**src/rtl/horner_pkg.sv**
```systemverilog
// Shared types and defaults for the quadratic evaluator issue stage.
package horner_pkg;

  localparam int unsigned DefW       = 32;
  localparam int unsigned DefEvalLat = 2;
  localparam int unsigned DefDepth   = 4;

  localparam logic [1:0] CFG_C0     = 2'd0;
  localparam logic [1:0] CFG_C1     = 2'd1;
  localparam logic [1:0] CFG_C2     = 2'd2;
  localparam logic [1:0] CFG_COMMIT = 2'd3;

  typedef enum logic [1:0] {
    StRun,
    StDrain,
    StCommit
  } horner_state_e;

endpackage

```
**src/rtl/horner_res_fifo.sv**
```systemverilog
// Result FIFO holding {z, x} pairs; contents are cleared on reset so the head reads zero.
module horner_res_fifo #(
  parameter int unsigned Width = 64,
  parameter int unsigned Depth = 4
) (
  input  logic                     clk_i,
  input  logic                     rst_ni,
  input  logic                     wr_i,
  input  logic [Width-1:0]         wdata_i,
  input  logic                     rd_i,
  output logic [Width-1:0]         rdata_o,
  output logic [$clog2(Depth):0]   cnt_o,
  output logic                     full_o,
  output logic                     empty_o
);

  localparam int unsigned PtrW = $clog2(Depth);
  localparam int unsigned CntW = PtrW + 1;

  logic [Width-1:0] mem_q [Depth];
  logic [PtrW-1:0]  wr_ptr_q, rd_ptr_q;
  logic [CntW-1:0]  cnt_q;
  logic             do_rd;

  // A read of an empty FIFO is dropped; writes are never blocked here.
  assign do_rd   = rd_i && !empty_o;
  assign empty_o = (cnt_q == '0);
  assign full_o  = (cnt_q == CntW'(Depth));
  assign cnt_o   = cnt_q;
  assign rdata_o = mem_q[rd_ptr_q];

  always_ff @(posedge clk_i or negedge rst_ni) begin
    if (!rst_ni) begin
      for (int i = 0; i < Depth; i++) mem_q[i] <= '0;
      wr_ptr_q <= '0;
      rd_ptr_q <= '0;
      cnt_q    <= '0;
    end else begin
      if (wr_i) begin
        mem_q[wr_ptr_q] <= wdata_i;
        wr_ptr_q        <= wr_ptr_q + PtrW'(1);
      end
      if (do_rd) rd_ptr_q <= rd_ptr_q + PtrW'(1);
      case ({wr_i, do_rd})
        2'b10:   cnt_q <= cnt_q + CntW'(1);
        2'b01:   cnt_q <= cnt_q - CntW'(1);
        default: cnt_q <= cnt_q;
      endcase
    end
  end

endmodule

```
**src/rtl/horner_issue.sv**
```systemverilog
// Issue/collect stage for z = c0 + c1*x + c2*x^2 with drain-before-commit coefficient updates.
// Optional HORNER_ISSUE_STATS_EN adds issued/stall counters.
module horner_issue
  import horner_pkg::*;
#(
  parameter int unsigned W        = DefW,
  parameter int unsigned EVAL_LAT = DefEvalLat,
  parameter int unsigned DEPTH    = DefDepth
) (
  input  logic         clk_i,
  input  logic         rst_ni,
  input  logic         cfg_we_i,
  input  logic [1:0]   cfg_addr_i,
  input  logic [W-1:0] cfg_wdata_i,
  output logic         cfg_busy_o,
  input  logic         s_valid_i,
  output logic         s_ready_o,
  input  logic [W-1:0] s_x_i,
  output logic [W-1:0] ev_x_o,
  output logic [W-1:0] ev_c0_o,
  output logic [W-1:0] ev_c1_o,
  output logic [W-1:0] ev_c2_o,
  input  logic [W-1:0] ev_z_i,
  output logic         m_valid_o,
  input  logic         m_ready_i,
  output logic [W-1:0] m_z_o,
  output logic [W-1:0] m_x_o
`ifdef HORNER_ISSUE_STATS_EN
  ,
  output logic [31:0]  stat_issued_o,
  output logic [31:0]  stat_stall_o
`endif
);

  localparam int unsigned TagN = EVAL_LAT + 1;
  localparam int unsigned CntW = $clog2(DEPTH) + 1;
  localparam int unsigned SumW = CntW + 1;

  horner_state_e state_q;
  logic          busy_q;
  logic [W-1:0]  sh_c0_q, sh_c1_q, sh_c2_q;
  logic [W-1:0]  act_c0_q, act_c1_q, act_c2_q;
  logic [W-1:0]  ev_x_q, ev_c0_q, ev_c1_q, ev_c2_q;
  logic [TagN-1:0] tag_v_q;
  logic [W-1:0]  tag_x_q [TagN];

  logic [CntW-1:0] inflight;
  logic [CntW-1:0] fifo_cnt;
  logic [SumW-1:0] credits;
  logic            fifo_full, fifo_empty;
  logic [2*W-1:0]  fifo_rdata;
  logic            accept, commit_req, push, pop;

  always_comb begin
    inflight = '0;
    for (int i = 0; i < TagN; i++) inflight = inflight + CntW'(tag_v_q[i]);
  end

  // Every in-flight tag owns a FIFO slot, so the FIFO can never overflow.
  assign credits    = {1'b0, fifo_cnt} + {1'b0, inflight};
  assign s_ready_o  = (state_q == StRun) && (credits < SumW'(DEPTH));
  assign accept     = s_valid_i && s_ready_o;
  assign commit_req = cfg_we_i && (cfg_addr_i == CFG_COMMIT);
  assign push       = tag_v_q[TagN-1];
  assign pop        = m_valid_o && m_ready_i;

  assign cfg_busy_o = busy_q;
  assign ev_x_o     = ev_x_q;
  assign ev_c0_o    = ev_c0_q;
  assign ev_c1_o    = ev_c1_q;
  assign ev_c2_o    = ev_c2_q;
  assign m_valid_o  = !fifo_empty;
  assign m_z_o      = fifo_rdata[2*W-1:W];
  assign m_x_o      = fifo_rdata[W-1:0];

  always_ff @(posedge clk_i or negedge rst_ni) begin
    if (!rst_ni) begin
      state_q  <= StRun;
      busy_q   <= 1'b0;
      sh_c0_q  <= '0;
      sh_c1_q  <= '0;
      sh_c2_q  <= '0;
      act_c0_q <= '0;
      act_c1_q <= '0;
      act_c2_q <= '0;
      ev_x_q   <= '0;
      ev_c0_q  <= '0;
      ev_c1_q  <= '0;
      ev_c2_q  <= '0;
    end else begin
      if (cfg_we_i) begin
        case (cfg_addr_i)
          CFG_C0:  sh_c0_q <= cfg_wdata_i;
          CFG_C1:  sh_c1_q <= cfg_wdata_i;
          CFG_C2:  sh_c2_q <= cfg_wdata_i;
          default: ;
        endcase
      end
      // Operands come from the active set, so a same-edge commit never affects this sample.
      if (accept) begin
        ev_x_q  <= s_x_i;
        ev_c0_q <= act_c0_q;
        ev_c1_q <= act_c1_q;
        ev_c2_q <= act_c2_q;
      end
      case (state_q)
        StRun: begin
          if (commit_req) begin
            state_q <= StDrain;
            busy_q  <= 1'b1;
          end
        end
        StDrain: begin
          if (inflight == '0) state_q <= StCommit;
        end
        StCommit: begin
          act_c0_q <= sh_c0_q;
          act_c1_q <= sh_c1_q;
          act_c2_q <= sh_c2_q;
          state_q  <= StRun;
          busy_q   <= 1'b0;
        end
        default: begin
          state_q <= StRun;
          busy_q  <= 1'b0;
        end
      endcase
    end
  end

  always_ff @(posedge clk_i or negedge rst_ni) begin
    if (!rst_ni) begin
      tag_v_q <= '0;
      for (int i = 0; i < TagN; i++) tag_x_q[i] <= '0;
    end else begin
      tag_v_q    <= {tag_v_q[TagN-2:0], accept};
      tag_x_q[0] <= s_x_i;
      for (int i = 1; i < TagN; i++) tag_x_q[i] <= tag_x_q[i-1];
    end
  end

  horner_res_fifo #(
    .Width (2 * W),
    .Depth (DEPTH)
  ) u_res_fifo (
    .clk_i   (clk_i),
    .rst_ni  (rst_ni),
    .wr_i    (push),
    .wdata_i ({ev_z_i, tag_x_q[TagN-1]}),
    .rd_i    (pop),
    .rdata_o (fifo_rdata),
    .cnt_o   (fifo_cnt),
    .full_o  (fifo_full),
    .empty_o (fifo_empty)
  );

  no_overflow_a: assert property (@(posedge clk_i) disable iff (!rst_ni) !(push && fifo_full));

`ifdef HORNER_ISSUE_STATS_EN
  logic [31:0] stat_issued_q, stat_stall_q;

  always_ff @(posedge clk_i or negedge rst_ni) begin
    if (!rst_ni) begin
      stat_issued_q <= '0;
      stat_stall_q  <= '0;
    end else begin
      if (accept) stat_issued_q <= stat_issued_q + 32'd1;
      if (s_valid_i && !s_ready_o) stat_stall_q <= stat_stall_q + 32'd1;
    end
  end

  assign stat_issued_o = stat_issued_q;
  assign stat_stall_o  = stat_stall_q;
`endif

endmodule

```
**config.mk**
```make
export PLATFORM = sky130hd
export DESIGN_NAME = horner_issue
export DESIGN_NICKNAME = d
export VERILOG_FILES = /design/src/rtl/horner_pkg.sv /design/src/rtl/horner_res_fifo.sv /design/src/rtl/horner_issue.sv
export SDC_FILE = /design/constraint.sdc
export NUM_CORES = 1
export LEC_CHECK = 0
export BUFFER_PORTS_ARGS = -buffer_cell sky130_fd_sc_hd__buf_2
export CORE_UTILIZATION = 50
export DETAILED_ROUTE_END_ITERATION = 8
export GPL_TIMING_DRIVEN = 1
export PLACE_DENSITY_LB_ADDON = 0.15
export SYNTH_ARGS = -nofsm -noshare
export SYNTH_HDL_FRONTEND = slang
export SYNTH_SLANG_ARGS = --single-unit
export TNS_END_PERCENT = 100
```
**constraint.sdc**
```tcl
create_clock -name clk_i -period 2.5 [get_ports clk_i]
set_input_delay 0.25 -clock clk_i [delete_from_list [all_inputs] [get_ports clk_i]]
set_output_delay 0.25 -clock clk_i [all_outputs]
set_load 0.02 [all_outputs]
```
Word level (Yosys, flattened, before mapping)
Cells that the tools add are included.

storage, ports and cells
  word-level logic and storage cells = 75
  bits of input ports = 103
  bits in registers = 685
  output and inout bits = 195

cells by class
  bitwise operators = 3
  reduce and logical (&&, ||, !) cells = 17
  equality and inequality tests = 9
  magnitude comparators = 4
  muxes and demuxes = 12
  $add $sub $neg = 7

operator list
  operator                                                                       number
  256-bit bitwise mux                                                            1
  64-bit two-way mux                                                             3
  64-bit binary-select mux with 2-bit select                                     1
  64-bit demux with 2-bit select                                                 1
  2-bit AND reduction                                                            5
  2-bit equality test (second input constant)                                    4
  2-bit by 1-bit equality test with 1-bit output (second input constant)         3
  3-bit greater-or-equal comparator (second input constant)                      2
  1-bit logical AND                                                              6
  3-bit logical NOT                                                              2
  2-bit NOT with 3-bit output                                                    2
  3-bit one-hot mux with 2 select lines                                          1
  2-bit by 1-bit adder with 2-bit output (second input constant)                 2
  3-bit by 3-bit adder with 4-bit output                                         1
  2-bit logical NOT                                                              2
  4-bit by 3-bit less-than comparator with 1-bit output (second input constant)  1
  2-bit two-way mux                                                              2
  2-bit != test (second input constant)                                          2
  2-bit one-hot mux with 2 select lines                                          1
  2-bit by 1-bit adder with 3-bit output                                         1
  3-bit by 1-bit adder with 3-bit output (second input constant)                 1
  3-bit by 1-bit less-than comparator with 1-bit output (second input constant)  1
  3-bit by 1-bit subtractor with 3-bit output (second input constant)            1
  1-bit by 1-bit adder with 2-bit output                                         1
  5 further kinds                                                                5

Depth between registers and ports, before layout
Gate-level depths: netlist of the first run.

  depth in word-level cells = 6
  depth in mapped cells = 8
  depth with buffers taken out = 7

Cells and area by module
From an unflattened synthesis of the first run, not the netlist that was laid out.

second synthesis, totals
  cell total of the unflattened synthesis = 1,447
  area total of the unflattened synthesis = 26,565.5 µm²

by module, submodules not included
  module           sequential area each (µm²)  cells each  area each (µm²)  instances
  horner_issue     10,560.1                    795         15,048.2         1
  horner_res_fifo  6,581.3                     652         11,517.3         1

Worst setup path after synthesis of the first run
No wires, ideal clock.

  path kind = flip-flop to flip-flop
  start point = reg tag_v_q[0]
  end point = reg ev_x_q[22] (netlist: ev_x_o[22])
  setup time = 0.125 ns
  data arrival time = 2.347 ns
  cell stages (with the launch flop) = 8
  clock period less this slack = 2.472 ns
  path buffers = 2
  setup slack = 0.028 ns
  data required time = 2.375 ns
  path through = dfrtp_1 fa_1 ha_1 or4_1 a311o_1 buf_4 buf_6 mux2_4

on the way
  cells in the longest elaborated chain, start to end = 6

ends and longest elaborated chain
  element                                                line                 source
  from (decl)                                            horner_issue.sv:44   logic [TagN-1:0] tag_v_q;
  from (signal assigned)                                 horner_issue.sv:136  tag_v_q <= {tag_v_q[TagN-2:0], accept};
  1-bit by 1-bit adder with 2-bit output                 horner_issue.sv:56   for (int i = 0; i < TagN; i++) inflight = inflight + CntW'(tag_v_q[i]);
  2-bit by 1-bit adder with 3-bit output                 horner_issue.sv:56
  3-bit by 3-bit adder with 4-bit output                 horner_issue.sv:60   assign credits = {1'b0, fifo_cnt} + {1'b0, inflight};
  4-bit by 3-bit less-than comparator with 1-bit output  horner_issue.sv:61   assign s_ready_o = (state_q == StRun) && (credits < SumW'(DEPTH));
  1-bit logical AND                                      horner_issue.sv:61
  1-bit logical AND                                      horner_issue.sv:62   assign accept = s_valid_i && s_ready_o;
  to (signal assigned)                                   horner_issue.sv:101  ev_x_q <= s_x_i;
  to (decl)                                              horner_issue.sv:43   logic [W-1:0] ev_x_q, ev_c0_q, ev_c1_q, ev_c2_q;

No other way between the ends.
A chain may end at the register's enable or synchronous reset.

Final worst setup path of the first run
  start point = reg tag_v_q[2]
  end point = reg ev_x_q[14] (netlist: ev_x_o[14])

on the way
  cells in the longest elaborated chain, start to end = 5

ends and longest elaborated chain
  element                                                line
  2-bit by 1-bit adder with 3-bit output                 horner_issue.sv:56
  3-bit by 3-bit adder with 4-bit output                 horner_issue.sv:60
  4-bit by 3-bit less-than comparator with 1-bit output  horner_issue.sv:61
  1-bit logical AND                                      horner_issue.sv:61
  1-bit logical AND                                      horner_issue.sv:62

No other way between the ends.

==> key figures, run 1 <==
Finish
  • FILL cells: between 3000 and 4000
  • Nets: 2016
  • Post-route insts no fill: 2643
  • Layout Area Growth over Synthesis: 24.5%
  • Multi-input logic area: between 0.008 and 0.009 mm^2
  • Proportion of layout cells with a drive suffix above 1: 56.4%
  • Reg area: ~0.017 mm^2

Setup path
  • Endpoint required time on the critical path: 2.97 ns
  • Master of the slowest instance on the critical path: sky130_fd_sc_hd__or4_4
  • Top delay family on crit path: adder cells
  • Slowest stage delay, CP: ~0.41 ns
  • Crit-path max FO: 10
  • Depth of the worst register-to-register path: 7
  • Buffers and inverters on the worst path: 2
  • Arr. time, crit path: ~3.1 ns
  • Launch instance of the worst register-to-register path: tag_v_q[2]
  • Capture instance of the worst register-to-register path: ev_x_o[14]
  • Cells traversed along the worst timing path: fa_2 -> ha_2 -> or4_4 -> a311o_2 -> buf_12 -> bufbuf_16 -> mux2_4
  • Category of the critical setup timing path: flip-flop to flip-flop
  • Critical Path End Type: flip-flop
  • FF-to-FF setup slack: -0.16 ns
  • Type of element launching the critical path: flip-flop

Power and ir drop
  • Overall power consumption: 45.5 mW
  • Pwr/cell area: ~1400 mW/mm^2
  • Worst VDD drop: about 840 uV
  • Leak: ~15 nW

Outcome
  • Result of the run: complete, but fails checks
  • Failing checks: negative setup slack

Floorplanning
  • Overall die width: 231 um
  • Die Height: 231 um
  • Placement Rows: 83
  • Core outline area: between 0.05 and 0.06 mm^2
  • Area of the die: ~0.053 mm^2
  • Initial standard-cell utilization of the core: 50.9%
  • Number of placed I/O pins: 298

Global route
  • Largest net degree at the start of global routing: between 80 and 90
  • First-pass GRT wire length: between 80 and 90 mm
  • Number of global-route vias before repair: 15400
  • Combined global-route utilization of all metal layers: 20.7%
  • Total global routing overflow: 0
  • Initial antenna violation count: 4

Timing
  • Fin crit share: 107%
  • Unrepaired setup endpoints after global routing: true
  • Tightest slew margin relative to the limit: between 40% and 50%
  • Max Slew Vio Count: 0
  • Fin. Hold Viols: 0
  • Final setup skew: 0.0158 ns
  • Max Clk Rate: approximately 0.38 GHz
  • Endpoints failing setup: 113
  • Post-route setup slack: -0.164 ns
  • Minimum clock period: roughly 2.7 ns
  • Final-layout setup total negative slack: -7.70 ns
  • Transition time at the pin with the least slew margin: 0.827 ns

Yosys
  • Count of state elements after synthesis: ~690
  • Main flop type after synthesis: sky130_fd_sc_hd__dfrtp_1
  • Synthesis warning total: 0
  • Synth async-reset ratio: 100%
  • Synth Instances: about 1400
  • Synthesized area per cell: 18.1 um^2
  • Sequential share of the synthesized area: 65.4%
  • Number of enable-type register cells in the synthesized netlist: 0
  • Total nets after synthesis: about 1600
  • Count of unique library cells instantiated by Yosys: 30
  • Cell Area, Synth: 0.0262 mm^2

Routing
  • Via total after detailed routing: 13900
  • Average via count per standard cell: 5.24
  • WL per Instance: 20.3 um
  • Post-detailed-route count of antenna-violating nets: 0
  • Wirelength, routed: about 54 mm
  • Number of detailed-route iterations in the first pass: 4
  • DRT iter0 DRCs: 535
  • Drt drc: 0

Hold path
  • Cell depth of the worst min-delay path: 3
  • Worst hold path type: input pin to flip-flop
  • Terminating pin of the worst hold path: u_res_fifo.rd_ptr_q[0]
  • Startpoint of the tightest hold check path: m_ready_i

Placement
  • Detail Placement HPWL: 33.1 mm
  • Port-buffer cells: 297
  • Routability-driven placement congestion ratio: 0.769
  • Count of placed standard cells including taps: 2401

Clocking
  • Number of buffers created by CTS: between 70 and 80
  • H-tree depth reported by CTS: 3
  • Clock tree from TritonCTS: yes
  • Maximum buffer depth of the clock tree: 3
  • Clock slew at the register clock pins of the worst setup and hold paths: 0.06 ns
  • Root buf cell: sky130_fd_sc_hd__clkbuf_16
  • Source-to-sink clock delay at the later pin of the worst-skew pair: 0.58 ns
  • Clk sink count: slightly below 700

Flow run
  • Maxcap violations: 0
timing repair:
| action | 4_1_cts | 5_1_grt |
|---|---|---|
| hold buffers | 100 | 0 |
| gates cloned | 6 | 1 |
| pin swaps | 1 | 0 |
| endpoints found under the hold margin | 350 | 0 |
| resized for setup | 18 | 1 |
| buffers inserted | 4 | 1 |
| setup endpoints to repair | 130 | 130 |
registers in the layout, indices dropped and copies added, names as in the netlist:
| signal | cells |
|---|---|
| act_c1_q | 32 |
| act_c2_q | 32 |
| sh_c0_q | 32 |
| ev_c2_o | 32 |
| ev_c0_o | 32 |
| sh_c2_q | 32 |
| u_res_fifo.rd_ptr_q | 2 |
| ev_c1_o | 32 |
| cfg_busy_o | 1 |
| act_c0_q | 32 |
| u_res_fifo.wr_ptr_q | 2 |
| tag_v_q | 3 |
| tag_x_q | 96 |
| state_q | 2 |
| sh_c1_q | 32 |
| ev_x_o | 32 |
| u_res_fifo.mem_q | 256 |
| u_res_fifo.cnt_o | 3 |
synth_stat cells, types with 2 or more instances:
| library cell | count | area [um^2] |
|---|---|---|
| sky130_fd_sc_hd__buf_6 | 12 | 135 |
| sky130_fd_sc_hd__o21ai_0 | 2 | 10.0 |
| sky130_fd_sc_hd__fa_1 | 2 | 40.0 |
| sky130_fd_sc_hd__a21oi_1 | 2 | 10.0 |
| sky130_fd_sc_hd__mux2_4 | 109 | 1640 |
| sky130_fd_sc_hd__inv_1 | 9 | 33.8 |
| sky130_fd_sc_hd__mux2_2 | 448 | 5040 |
| sky130_fd_sc_hd__nand3b_1 | 2 | 15.0 |
| sky130_fd_sc_hd__xor2_1 | 4 | 35.0 |
| sky130_fd_sc_hd__clkbuf_1 | 48 | 180 |
| sky130_fd_sc_hd__ha_1 | 6 | 75.1 |
| sky130_fd_sc_hd__buf_2 | 5 | 25.0 |
| sky130_fd_sc_hd__mux2_1 | 19 | 214 |
| sky130_fd_sc_hd__xnor2_1 | 2 | 17.5 |
| sky130_fd_sc_hd__dfrtp_1 | 685 | 17100 |
| sky130_fd_sc_hd__mux4_2 | 64 | 1440 |
| sky130_fd_sc_hd__buf_1 | 7 | 26.3 |
| sky130_fd_sc_hd__nand2_1 | 6 | 22.5 |
routing by layer:
metal	part of all wire (%)	wire, um	track usage (%)
met1	44	23500	27.4
met2	49	26200	33.7
met4	1.8	945	6.39
met3	5.4	2910	5.34
met5	0.043	23	0
worst min-delay path: cells and delay by family:
family,cells,cell delay [ns]
xor+xnor,1,0.10
buf+inv,1,0.08
compound gates,1,0.22
cell families after synthesis:
| kind of cell | count (synthesis) | share of synthesized area (%) |
|---|---|---|
| buffers and inverters | 82 | 1.56 |
| and+or+nand+nor | 15 | 0.330 |
| AOI/OAI and AO/OA | 7 | 0.172 |
| adders and majority gates | 8 | 0.439 |
| DFF | 685 | 65.4 |
| muxes | 641 | 31.9 |
| xor gates and xnor gates | 6 | 0.201 |
through the flow:
step	util, %	hold WS, ns	cell area, um^2	setup slack [ns]
CTS	63.3	0.0745	32600	-0.142
detailed placement	56.2	0.335	28900	-0.162
floorplan	-	-0.0456	26200	0.0277
finish	63.3	0.0995	32600	-0.164
global placement	56.2	0.332	28900	-0.148
global route	63.3	0.113	32600	-0.217
worst max-delay path by stage:
stage	cells after the start	end	start	slack [ns]
2_1_floorplan	7	ev_x_o[22]	tag_v_q[0]	0.03
3_3_place_gp	6	ev_c2_o[7]	tag_v_q[0]	-0.15
3_5_place_dp	6	ev_c2_o[12]	tag_v_q[0]	-0.16
4_1_cts	5	s_ready_o	tag_v_q[2]	-0.14
5_1_grt	7	ev_x_o[14]	tag_v_q[2]	-0.22
6_report	7	ev_x_o[14]	tag_v_q[2]	-0.16
cell usage in the layout, fill, tap and decap left out, types with 3 or more instances in the layout:
cell,n
sky130_fd_sc_hd__buf_4,29
sky130_fd_sc_hd__mux2_4,111
sky130_fd_sc_hd__dlygate4sd3_1,100
sky130_fd_sc_hd__buf_16,7
sky130_fd_sc_hd__mux2_1,17
sky130_fd_sc_hd__buf_12,25
sky130_fd_sc_hd__inv_1,9
sky130_fd_sc_hd__clkbuf_1,19
sky130_fd_sc_hd__nand2_4,4
sky130_fd_sc_hd__buf_2,295
sky130_fd_sc_hd__inv_6,3
sky130_fd_sc_hd__bufinv_16,4
sky130_fd_sc_hd__clkinv_2,9
sky130_fd_sc_hd__mux4_2,64
sky130_fd_sc_hd__dfrtp_1,683
sky130_fd_sc_hd__mux2_2,448
sky130_fd_sc_hd__xor2_1,4
sky130_fd_sc_hd__clkbuf_8,17
sky130_fd_sc_hd__clkbuf_16,76
sky130_fd_sc_hd__ha_1,5
power breakdown:
part,leakage [nW],internal [mW],switching (mW)
registers,8.18,15.5,2.40
clock network,1.17,6.42,4.18
logic,5.87,9.12,7.84
cell type report:
| cell class | count | area share (%) |
|---|---|---|
| clock buffer | 111 | 6.69 |
| multi-input combinational | 677 | 26.7 |
| inverter | 9 | 0.104 |
| timing repair buffer | 461 | 10.7 |
| antenna | 2 | 0.0153 |
| sequential | 685 | 52.6 |
| tap | 680 | 2.61 |
| clock inverter | 18 | 0.633 |
Power figures use the tool's default switching activity.
==> inputs of run 2 (changes only) <==
--- a/config.mk
+++ b/config.mk
@@ -5,9 +5,11 @@
 export SDC_FILE = /design/constraint.sdc
 export NUM_CORES = 1
 export LEC_CHECK = 0
-export BUFFER_PORTS_ARGS = -buffer_cell sky130_fd_sc_hd__buf_2
+export CAP_MARGIN = 25
+export CORE_ASPECT_RATIO = 0.9
 export CORE_UTILIZATION = 50
 export DETAILED_ROUTE_END_ITERATION = 8
+export DONT_BUFFER_PORTS = 1
 export GPL_TIMING_DRIVEN = 1
 export PLACE_DENSITY_LB_ADDON = 0.15
 export SYNTH_ARGS = -nofsm -noshare
==> run 2 against run 1 <==
The run ends with negative hold slack, max-slew violations, negative setup slack left. Wire length is 3.7% lower. Sequential share of layout area grew 3.2 points. Cell area decreased by 5.8%. Worst hold slack got worse by 0.73 ns. Global-route usage fell by 0.99 points. Die area about the same. Fmax is 0.12% higher. Count of clock-buffer cells in the layout decreased by 19.
==> key figures, run 2 (synthesis gave the netlist of run 1 again) <==
Setup path
  • Crit. Startpoint: tag_v_q[2]
  • Category of the critical setup timing path: flip-flop to flip-flop
  • Endpoint of the worst setup timing path: ev_x_o[31]
  • Type of element launching the critical path: flip-flop
  • Endpoint required time on the critical path: 2.97 ns
  • Arr. time, crit path: 3.13 ns
  • Critical Path End Type: flip-flop
  • FF-to-FF setup slack: -0.16 ns
  • Depth of the worst register-to-register path: 7
  • Crit-path max FO: 38
  • Launch instance of the worst register-to-register path: tag_v_q[2]
  • Capture instance of the worst register-to-register path: ev_x_o[31]

Routing
  • Met3 Wirelength: 3.23 mm
  • WL per Instance: 22.3 um
  • Average via count per standard cell: 5.42
  • Number of detailed-route iterations in the first pass: 4
  • Uppermost routed layer: met5
  • Met2 wire length: 24.9 mm
  • Drt drc: 0
  • Post-detailed-route count of antenna-violating nets: 0
  • Wirelength, routed: 51.7 mm
  • Met1 routed wirelength after detailed routing: 22.5 mm
  • DRT iter0 DRCs: 519
  • Via total after detailed routing: between 10000 and 15000

Timing
  • Endpoints failing setup: 129
  • Minimum clock period: 2.66 ns
  • Fin crit share: 106%
  • Unrepaired setup endpoints after global routing: true
  • Final hold slack: -0.635 ns
  • Max Slew Vio Count: around 540
  • Max Clk Rate: 0.376 GHz
  • Fin. Hold Viols: around 240
  • Post-route setup slack: -0.161 ns
  • Transition time at the pin with the least slew margin: ~3.4 ns
  • Tightest slew margin relative to the limit: -129%
  • Final setup skew: 0.0238 ns

Global route
  • Initial antenna violation count: 3
  • Total global routing overflow: 0
  • Largest net degree at the start of global routing: about 690
  • Combined global-route utilization of all metal layers: 19.7%
  • Number of global-route vias before repair: 13700
  • First-pass GRT wire length: 81.1 mm

Finish
  • Max reg flops: 256
  • FILL cells: a little under 4000
  • Proportion of layout cells with a drive suffix above 1: just under 50%
  • Commonest cells after routing, fill and taps aside: sky130_fd_sc_hd__dfrtp_1 (683), sky130_fd_sc_hd__mux2_2 (448), sky130_fd_sc_hd__mux2_4 (116)
  • Largest registers in the final layout: u_res_fifo.mem_q x256, tag_x_q x96
  • Most flop-heavy register: u_res_fifo.mem_q
  • Commonest non-fill, non-tap cell in the layout: sky130_fd_sc_hd__dfrtp_1
  • Reg area: approximately 0.017 mm^2
  • Nets: 1693
  • Layout Area Growth over Synthesis: 17.3%
  • Multi-input logic area: 0.00874 mm^2
  • Final instance area: just over 0.03 mm^2

Floorplanning
  • Area of the die: 0.0533 mm^2
  • Placement Rows: slightly below 80
  • Core outline area: 0.0517 mm^2
  • Die Height: 219 um
  • Initial standard-cell utilization of the core: 50.7%
  • Overall die width: 243 um
  • Number of placed I/O pins: 298

Power and ir drop
  • Pwr/cell area: 1410 mW/mm^2
  • Leak: 13.8 nW
  • Overall power consumption: between 40 and 50 mW
  • Worst VDD drop: about 770 uV

Clocking
  • Post-CTS Hold Fix Bufs: 100
  • Root buf cell: sky130_fd_sc_hd__clkbuf_16
  • Maximum buffer depth of the clock tree: 3
  • Source-to-sink clock delay at the later pin of the worst-skew pair: 0.61 ns
  • Number of buffers created by CTS: 69
  • Clock tree from TritonCTS: yes
  • Clk sink count: 685
  • Clock slew at the register clock pins of the worst setup and hold paths: 0.06 ns
  • H-tree depth reported by CTS: 3

Placement
  • Routability-driven placement congestion ratio: 0.728
  • Port-buffer cells: 0
  • Detail Placement HPWL: 30.0 mm
  • Area after DPL: 0.0271 mm^2

Outcome
  • Failing checks: negative hold slack, max-slew violations, negative setup slack
  • Result of the run: complete, but fails checks

Hold path
  • Worst hold path type: input pin to asynchronous set/reset pin

Flow run
  • Maxcap violations: 0
==> run 2: layout make-up <==
type	instances	share of cell area, %
Antenna cell	2	0.0163
Clock buffer	92	6.42
Clock inverter	28	1.15
Inverter	9	0.110
Multi-Input combinational cell	677	28.4
Sequential cell	685	55.8
Tap cell	688	2.80
Timing Repair Buffer	140	5.28
==> run 2: per-layer routing <==
layer	vias to the layer above	track usage [%]
met5	-	0
met4	2	5.68
met3	75	6.37
met2	227	31.0
met1	6786	26.4
li1	5485	-
==> run 2: critical path, stage by stage (launching register included) <==
cell	delay (ns)
sky130_fd_sc_hd__dfrtp_1	0.41
sky130_fd_sc_hd__fa_2	0.41
sky130_fd_sc_hd__ha_2	0.18
sky130_fd_sc_hd__or4_4	0.44
sky130_fd_sc_hd__a311o_2	0.35
sky130_fd_sc_hd__buf_12	0.17
sky130_fd_sc_hd__buf_12	0.20
sky130_fd_sc_hd__mux2_1	0.34
==> run 2: what timing repair did <==
item | CTS | global route
endpoints found under the hold margin | 977 | 685
resized for setup | 12 | 6
setup endpoints to repair | 131 | 129
pin swaps | 1 | 0
buffers inserted | 5 | 2
cloned | 1 | 3
==> run 2: power by group <==
group	internal [mW]	switching (mW)	leakage, nW
registers	15.5	4.05	8.18
clock network	6.29	4.23	1.15
logic	7.70	5.57	4.48
total	29.5	13.8	13.8
==> run 2: metrics by stage <==
| step | setup TNS [ns] | hold slack (ns) | utilization, % | setup WS, ns | std cells |
|---|---|---|---|---|---|
| after floorplan | 0 | -0.0456 | - | 0.0277 | 1444 |
| after global placement | -10.11 | -0.0318 | 52.5 | -0.109 | 2088 |
| after global routing | -20.44 | -0.685 | 59.5 | -0.215 | 2319 |
| after CTS | -11.64 | -0.670 | 59.2 | -0.134 | 2314 |
| final | -13.17 | -0.635 | 59.5 | -0.161 | 2321 |
| after detailed placement | -15.43 | -0.0313 | 52.5 | -0.156 | 2088 |
==> run 2: worst min-delay path by stage <==
stage / startpoint / to / cells after the start
after floorplan: rst_ni / act_c0_q[0] / 0
after global placement: rst_ni / u_res_fifo.mem_q[226] / 0
after detailed placement: rst_ni / u_res_fifo.mem_q[226] / 0
after CTS: rst_ni / u_res_fifo.mem_q[226] / 0
after global routing: rst_ni / tag_x_q[8] / 0
final: rst_ni / u_res_fifo.mem_q[226] / 0
